===== config.mk =====
export PLATFORM = sky130hd
export DESIGN_NAME = mpx_hilo
export DESIGN_NICKNAME = d
export VERILOG_FILES = /design/src/rtl/mpx_hilo.sv
export SDC_FILE = /design/constraint.sdc
export NUM_CORES = 1
export LEC_CHECK = 0
export ABC_AREA = 1
export CORE_MARGIN = 2
export CORE_UTILIZATION = 43
export DETAILED_ROUTE_END_ITERATION = 6
export PLACE_DENSITY = 0.86
export SLEW_MARGIN = 20
export SYNTH_ARGS = -nofsm -noshare
export SYNTH_HDL_FRONTEND = slang
export SYNTH_SLANG_ARGS = --single-unit

===== constraint.sdc =====
create_clock -name clk_i -period 1.55 [get_ports clk_i]
set_input_delay 0.31 -clock clk_i [delete_from_list [all_inputs] [get_ports clk_i]]
set_output_delay 0.31 -clock clk_i [all_outputs]
set_load 0.03 [all_outputs]

===== src/rtl/mpx_hilo.sv =====
// ---------------------------------------------------------------------------
// mpx_hilo -- HI/LO register file with divide scoreboard for a MIPS-style core.
//
// Decodes DIV/DIVU/MFHI/MFLO/MTHI/MTLO, tracks an outstanding divide,
// stalls MFHI/MFLO while the divide is pending, and captures divider
// writebacks into HI/LO.
//
// Optional feature macro: MPX_HILO_BYPASS_EN
//   When defined, an MFHI/MFLO in the same cycle as the divider writeback
//   is not stalled; the writeback value is forwarded straight to result_o.
// ---------------------------------------------------------------------------
module mpx_hilo (
    input  logic        clk_i,
    input  logic        rst_ni,
    input  logic        opcode_valid_i,
    input  logic [31:0] opcode_opcode_i,
    input  logic [31:0] opcode_rs_operand_i,
    input  logic        div_valid_i,
    input  logic [31:0] div_hi_i,
    input  logic [31:0] div_lo_i,
    output logic        stall_o,
    output logic        busy_o,
    output logic        result_valid_o,
    output logic [31:0] result_o,
    output logic [31:0] hi_o,
    output logic [31:0] lo_o
);

    typedef enum logic {
        ST_IDLE = 1'b0,
        ST_BUSY = 1'b1
    } state_t;

    localparam logic [5:0] FUNCT_MFHI = 6'h10;
    localparam logic [5:0] FUNCT_MTHI = 6'h11;
    localparam logic [5:0] FUNCT_MFLO = 6'h12;
    localparam logic [5:0] FUNCT_MTLO = 6'h13;
    localparam logic [5:0] FUNCT_DIV  = 6'h1A;
    localparam logic [5:0] FUNCT_DIVU = 6'h1B;

    state_t      r_state;
    state_t      w_state_nxt;
    logic [31:0] r_hi;
    logic [31:0] r_lo;
    logic        r_result_valid;
    logic [31:0] r_result;

    logic        w_special;
    logic [5:0]  w_funct;
    logic        w_is_div;
    logic        w_is_mfhi;
    logic        w_is_mflo;
    logic        w_is_mthi;
    logic        w_is_mtlo;
    logic        w_is_mf;
    logic        w_stall;
    logic        w_busy;
    logic        w_mf_accept;
    logic        w_use_bypass;
    logic [31:0] w_mf_data;
    logic        w_unused_fields;

    // Only the primary opcode and funct fields take part in decode.
    assign w_special       = (opcode_opcode_i[31:26] == 6'h00);
    assign w_funct         = opcode_opcode_i[5:0];
    assign w_unused_fields = ^opcode_opcode_i[25:6];

    assign w_is_div  = opcode_valid_i & w_special &
                       ((w_funct == FUNCT_DIV) | (w_funct == FUNCT_DIVU));
    assign w_is_mfhi = opcode_valid_i & w_special & (w_funct == FUNCT_MFHI);
    assign w_is_mflo = opcode_valid_i & w_special & (w_funct == FUNCT_MFLO);
    assign w_is_mthi = opcode_valid_i & w_special & (w_funct == FUNCT_MTHI);
    assign w_is_mtlo = opcode_valid_i & w_special & (w_funct == FUNCT_MTLO);
    assign w_is_mf   = w_is_mfhi | w_is_mflo;

`ifdef MPX_HILO_BYPASS_EN
    // A writeback landing while BUSY can be forwarded to a waiting MF.
    assign w_use_bypass = (r_state == ST_BUSY) & div_valid_i;
`else
    assign w_use_bypass = 1'b0;
`endif

    // State register.
    // NOTE: sequential state uses non-blocking (<=) so every flop samples
    // pre-edge values; blocking here would create order-dependent races.
    always_ff @(posedge clk_i or negedge rst_ni) begin
        if (!rst_ni) begin
            r_state <= ST_IDLE;
        end else begin
            r_state <= w_state_nxt;
        end
    end

    // Next-state, busy and stall decode.
    // NOTE: every output of this block is defaulted first so no path leaves
    // a signal unassigned, which would otherwise infer a latch.
    always_comb begin
        w_state_nxt = r_state;
        w_busy      = 1'b0;
        w_stall     = 1'b0;
        case (r_state)
            ST_IDLE: begin
                if (w_is_div) begin
                    w_state_nxt = ST_BUSY;
                end
            end
            ST_BUSY: begin
                w_busy  = 1'b1;
                w_stall = w_is_mf & ~w_use_bypass;
                if (w_is_div) begin
                    w_state_nxt = ST_BUSY;   // divider restarts
                end else if (div_valid_i) begin
                    w_state_nxt = ST_IDLE;
                end
            end
            default: begin
                w_state_nxt = ST_IDLE;
            end
        endcase
    end

    assign w_mf_accept = w_is_mf & ~w_stall;
    assign w_mf_data   = w_use_bypass ? (w_is_mfhi ? div_hi_i : div_lo_i)
                                      : (w_is_mfhi ? r_hi     : r_lo);

    // HI/LO update: divider writeback has priority over MTHI/MTLO.
    always_ff @(posedge clk_i or negedge rst_ni) begin
        if (!rst_ni) begin
            r_hi <= 32'h0;
            r_lo <= 32'h0;
        end else begin
            if (div_valid_i) begin
                r_hi <= div_hi_i;
                r_lo <= div_lo_i;
            end else begin
                if (w_is_mthi) r_hi <= opcode_rs_operand_i;
                if (w_is_mtlo) r_lo <= opcode_rs_operand_i;
            end
        end
    end

    // MF result: one-cycle strobe, data held between strobes.
    always_ff @(posedge clk_i or negedge rst_ni) begin
        if (!rst_ni) begin
            r_result_valid <= 1'b0;
            r_result       <= 32'h0;
        end else begin
            r_result_valid <= w_mf_accept;
            if (w_mf_accept) begin
                r_result <= w_mf_data;
            end
        end
    end

    assign stall_o        = w_stall;
    assign busy_o         = w_busy;
    assign result_valid_o = r_result_valid;
    assign result_o       = r_result;
    assign hi_o           = r_hi;
    assign lo_o           = r_lo;

endmodule

# ---- After elaboration in Yosys (flattened, before gate mapping)
# Index checks and enable logic that the tools add are counted.
dict set report totals {
  output_inout_bits 99
  memories 0
  romBits 0
  latch_bits 0
  register_bits 98
  in_bits 132
  mem_bits_rw 0
}
dict set report op_classes {
  bitwise 11
  reduce_logical 3
  add_sub_neg 0
  muxes 11
  n_mul 0
  shifts 0
  order_cmp 0
  div 0
  eq_ne 6
}
# cell n
set ops {}
lappend ops {{$mux 32} 5}
lappend ops {{$eq 6x5->1 const B} 6}
lappend ops {{$and 1x1->1} 7}
lappend ops {{$logic_not 6->1} 1}
lappend ops {{$mux 1} 5}
lappend ops {{$reduce_bool 2->1} 2}
lappend ops {{$not 1->1} 2}
lappend ops {{$or 1x1->1} 2}
lappend ops {{$pmux 1 s2} 1}

# ---- Longest topological paths before layout
# Gate-level depths: netlist of run 1.
dict set report depth {
  depth_word 7
  depth_mapped 10
}

# ---- Least setup slack after synthesis of run 1
# OpenSTA, ideal clock, no wires.
dict set report synth_timing {
  path_kind {input -> output}
  start {in opcode_opcode_i[31]}
  end {out stall_o}
  required_time_ns 1.240
  slack_ns -0.181
  stages 7
  path_buffers 2
  arrival_time_ns 1.421
  cell_sequence {nor2_1 nand2_1 nor2_2 buf_4 buf_2 nand3_1 nor2_1}
}
dict set report synth_via {
  elab_chain_len 5
  elab_cells_between_ends 6
}
# item line_no
set synth_rtl {}
lappend synth_rtl {{start, declared} 16} ;# input logic [31:0] opcode_opcode_i,
lappend synth_rtl {{$logic_not 6->1 (*)} 64} ;# assign w_special = (opcode_opcode_i[31:26] == 6'h00);
lappend synth_rtl {{$and 1x1->1 (*)} {70, 71}}
lappend synth_rtl {{$and 1x1->1, on equally long branches} {70, 71}}
lappend synth_rtl {{$or 1x1->1 (*)} 74} ;# assign w_is_mf = w_is_mfhi | w_is_mflo;
lappend synth_rtl {{$mux 1 (*)} 101} ;# case (r_state)
lappend synth_rtl {{end, declared} 21} ;# output logic stall_o,
# Mark *: on every way between the ends. The rest lies on a longest branch, timed or not.

# ---- Worst setup path after layout of run 1
dict set report layout_timing {
  start {reg r_lo[10], in the netlist lo_o[10]}
  end {out lo_o[10]}
}
# item line_no
set layout_rtl {}
lappend layout_rtl {{start, declared} 44} ;# logic [31:0] r_lo;
lappend layout_rtl {{start signal, assigned} 134} ;# r_lo <= div_lo_i;
lappend layout_rtl {{start signal, assigned} 137} ;# if (w_is_mtlo) r_lo <= opcode_rs_operand_i;
lappend layout_rtl {{end, declared} 26} ;# output logic [31:0] lo_o
# No word-level cell between the ends.

==> results of run 1 <==
state kept, by name (all words and copies together) (netlist names):
name / flops
result_valid_o: 1
result_o: 32
hi_o: 32
r_state: 1
lo_o: 32
what timing repair did:
action | CTS | global route
pin swaps | 3 | 12
resized for setup | 103 | 21
hold endpoints to repair | 5 | 0
hold buffers | 1 | 0
cloned | 1 | 0
setup buffers | 2 | 3
setup endpoints to repair | 106 | 72
cell type report:
| type | count | area [sq um] | area share, % |
|---|---|---|---|
| sequential | 98 | 2450 | 30.6 |
| clock inverter | 2 | 37.5 | 0.468 |
| tap | 168 | 210 | 2.62 |
| clock buffer | 13 | 250 | 3.12 |
| multi-input combinational | 571 | 2410 | 30.1 |
| inverter | 69 | 260 | 3.25 |
| timing repair buffer | 242 | 2390 | 29.9 |
logic make-up after synthesis:
logic type	synth area share (%)
flip-flops	46.0
buffers and inverters	10.0
AND/OR/NAND/NOR	43.8
AO/OA/AOI/OAI	0.0938
worst max path at each step:
stage / to / slack [ps] / cells after the start
6_report: lo_o[10] / 80 / 1
2_1_floorplan: stall_o / 6 / 7
5_1_grt: hi_o[7] / 40 / 1
3_5_place_dp: result_o[20] / -380 / 10
4_1_cts: stall_o / -210 / 7
3_3_place_gp: result_o[14] / -320 / 10
power breakdown:
part	leakage, nW	internal, mW	switching, mW	total, mW
registers	1.10	2.74	0.152	2.89
clock network	0.136	1.29	0.909	2.20
logic	3.37	0.654	0.917	1.57
total	4.61	4.68	1.98	6.66
layer usage:
| metal | vias to the layer above | wire (um) | global-route usage, % |
|---|---|---|---|
| li1 | 2785 | - | - |
| met1 | 2534 | 6490 | 29.3 |
| met2 | 199 | 8420 | 45.0 |
| met3 | 16 | 1190 | 5.22 |
| met4 | 0 | 207 | 7.47 |
| met5 | - | 0 | 0 |
metrics by stage:
stage / power [mW] / utilization, % / area, sq um
after CTS: 6.71 / 65.7 / 7920
after global placement: 4.61 / 63.7 / 7690
after global routing: 7.00 / 66.5 / 8020
after detailed placement: 4.64 / 63.7 / 7690
after floorplan: 3.74 / - / 5340
final: 6.66 / 66.5 / 8020
cell usage in the layout (no fill, tap or decap), drive strengths merged, types with 2 or more instances in the layout:
master           n
dlygate4sd2     99
nand3           98
clkdlybuf4s50   96
nand2          394
inv             68
dlymetal6s2s    12
nor2            74
clkbuf          13
nand4            2
nor3             2
buf             34
dfrtp           98
==> results by group, run 1 <==
Clock network
  – CTS Buf Count: 9
  – Clock Latency Late Sink: 340 ps
  – CTS sink count: 98
  – H-tree levels: 3
  – Root buf cell: clkbuf_16
  – CTS tree: done
  – Clk buf depth: 2
  – Clock transition at the registers of the reported paths: 60 ps

Global routing
  – First-pass GRT wire length: 25.6 mm
  – Initial antenna violation count: 0
  – Remaining global-route overflow: 0
  – Total track usage: 24.7%
  – Number of global-route vias before repair: 5207
  – Largest net degree at the start of global routing: between 60 and 70

Route
  – Vias: approximately 5.5k
  – WL final: 16.3 mm
  – # DRC: 0
  – Number of DRC markers in iteration 0: 302
  – Avg Vias per Cell: around 4.8
  – DR WL/cell: 14.0 um
  – Detailed Routing Iterations Pass 1: 4
  – Final ANT Viol Nets: 0

Layout
  – Filler Cell Count: 1073
  – Share of cells above drive strength 1: 6.43%
  – Fin nets: 1123
  – P&R area growth vs syn: 50.4%
  – Ant diodes: 0
  – Non-filler instance count after layout: 1163

Worst setup path
  – CP arrival: 1160 ps
  – Crit path launch type: flop
  – Crit Path Category: reg2out
  – Worst Path Required: ~1200 ps
  – Worst Setup SP: lo_o[10]
  – Crit-path leading delay family: buffers and inverters
  – RR Startpoint: r_state
  – Worst-path fanout max: 3
  – Worst Reg-to-Reg Cells: 5
  – CP cell instances: dlygate4sd2_1
  – Slowest cell on crit path: dlygate4sd2_1
  – Buf/Inv on CP: 1
  – CP peak stage delay: 420 ps
  – Reg2reg setup slack: ~280 ps
  – Crit. End Element: output pin
  – Reg-to-Reg End: result_o[20]

Logic synthesis
  – Syn. warnings: 0
  – Syn_nets: between 900 and 1k
  – Main flop type after synthesis: dfrtp_1
  – Gate Count Post-Synth: approximately 780
  – Post-synth top cells: 388 x nand2_1, 98 x dfrtp_1, 97 x nand3_1
  – Synth area leaders: dfrtp_1 46%, nand2_1 27%, nand3_1 9.1%, nor2_1 4.9%, inv_1 4.8%
  – Asr flop ratio synth: 100%
  – Register area share after synthesis: a little under half
  – EDFF count, synth: 0
  – Post-Synthesis Cell Area: between 5000 and 6000 sq um
  – Yosys top cell by area: dfrtp_1
  – Netlist cell types: 20
  – Synthesis-stage register bit count: 98
  – Post-synth top area share: 46.0%
  – Syn_area_per_cell: slightly below 7 sq um
  – Top-count cell post-synth: nand2_1

STA
  – Setup Viol. Count Final: 0
  – Worst Tran Pin Value: 388 ps
  – Fmax: 680 MHz
  – Slew Limit Fails: 0
  – Hold slack: 350 ps
  – Setup Skew: 6.40 ps
  – Hold Fails Final Rpt: 0
  – Final WS setup: slightly below 80 ps
  – Relative slew slack: 74.2%
  – Period minus WS final: around 1500 ps
  – RSZ-0062 raised after global routing: no
  – Post-route setup TNS: 0 ps
  – Final period util: a little over nine tenths

Worst hold path
  – Hold Path Class: in2async

Die
  – Die H: about 120 um
  – Core Area: ~12000 sq um
  – # IOs: 231
  – Cell Rows: 40
  – Initial core utilization: 44.2%
  – Die footprint: about 13000 sq um
  – Die width: 115 um

Power
  – Pwr dens: between 800 and 900 nW/um^2
  – Maximum VDD drop: 0.488 mV
  – Cell leakage power: about 4.6 nW

Place
  – Placed Instances: 1141
  – IO buf count: 210
  – Worst slack at placement: -381 ps
  – DPL Wire Length: ~11 mm
  – GPL Wtd Cong: 0.790

Outcome
  – Status: completed

Flow run
  – Max cap viols: 0
Note: power is estimated with default switching activity, not from simulation.
==> run 2, diff against run 1 <==
--- a/config.mk
+++ b/config.mk
@@ -14,3 +14,4 @@
 export SYNTH_ARGS = -nofsm -noshare
 export SYNTH_HDL_FRONTEND = slang
 export SYNTH_SLANG_ARGS = --single-unit
+export TNS_END_PERCENT = 100
==> results of run 2 <==
Final layout, timing and power as in run 1 (identical DEF).
==> run 3, diff against run 2 <==
--- a/config.mk
+++ b/config.mk
@@ -6,6 +6,7 @@
 export NUM_CORES = 1
 export LEC_CHECK = 0
 export ABC_AREA = 1
+export ABC_CLOCK_PERIOD_IN_PS = 1550
 export CORE_MARGIN = 2
 export CORE_UTILIZATION = 43
 export DETAILED_ROUTE_END_ITERATION = 6
==> results of run 3 <==
Final layout, timing and power as in run 1 (identical DEF).
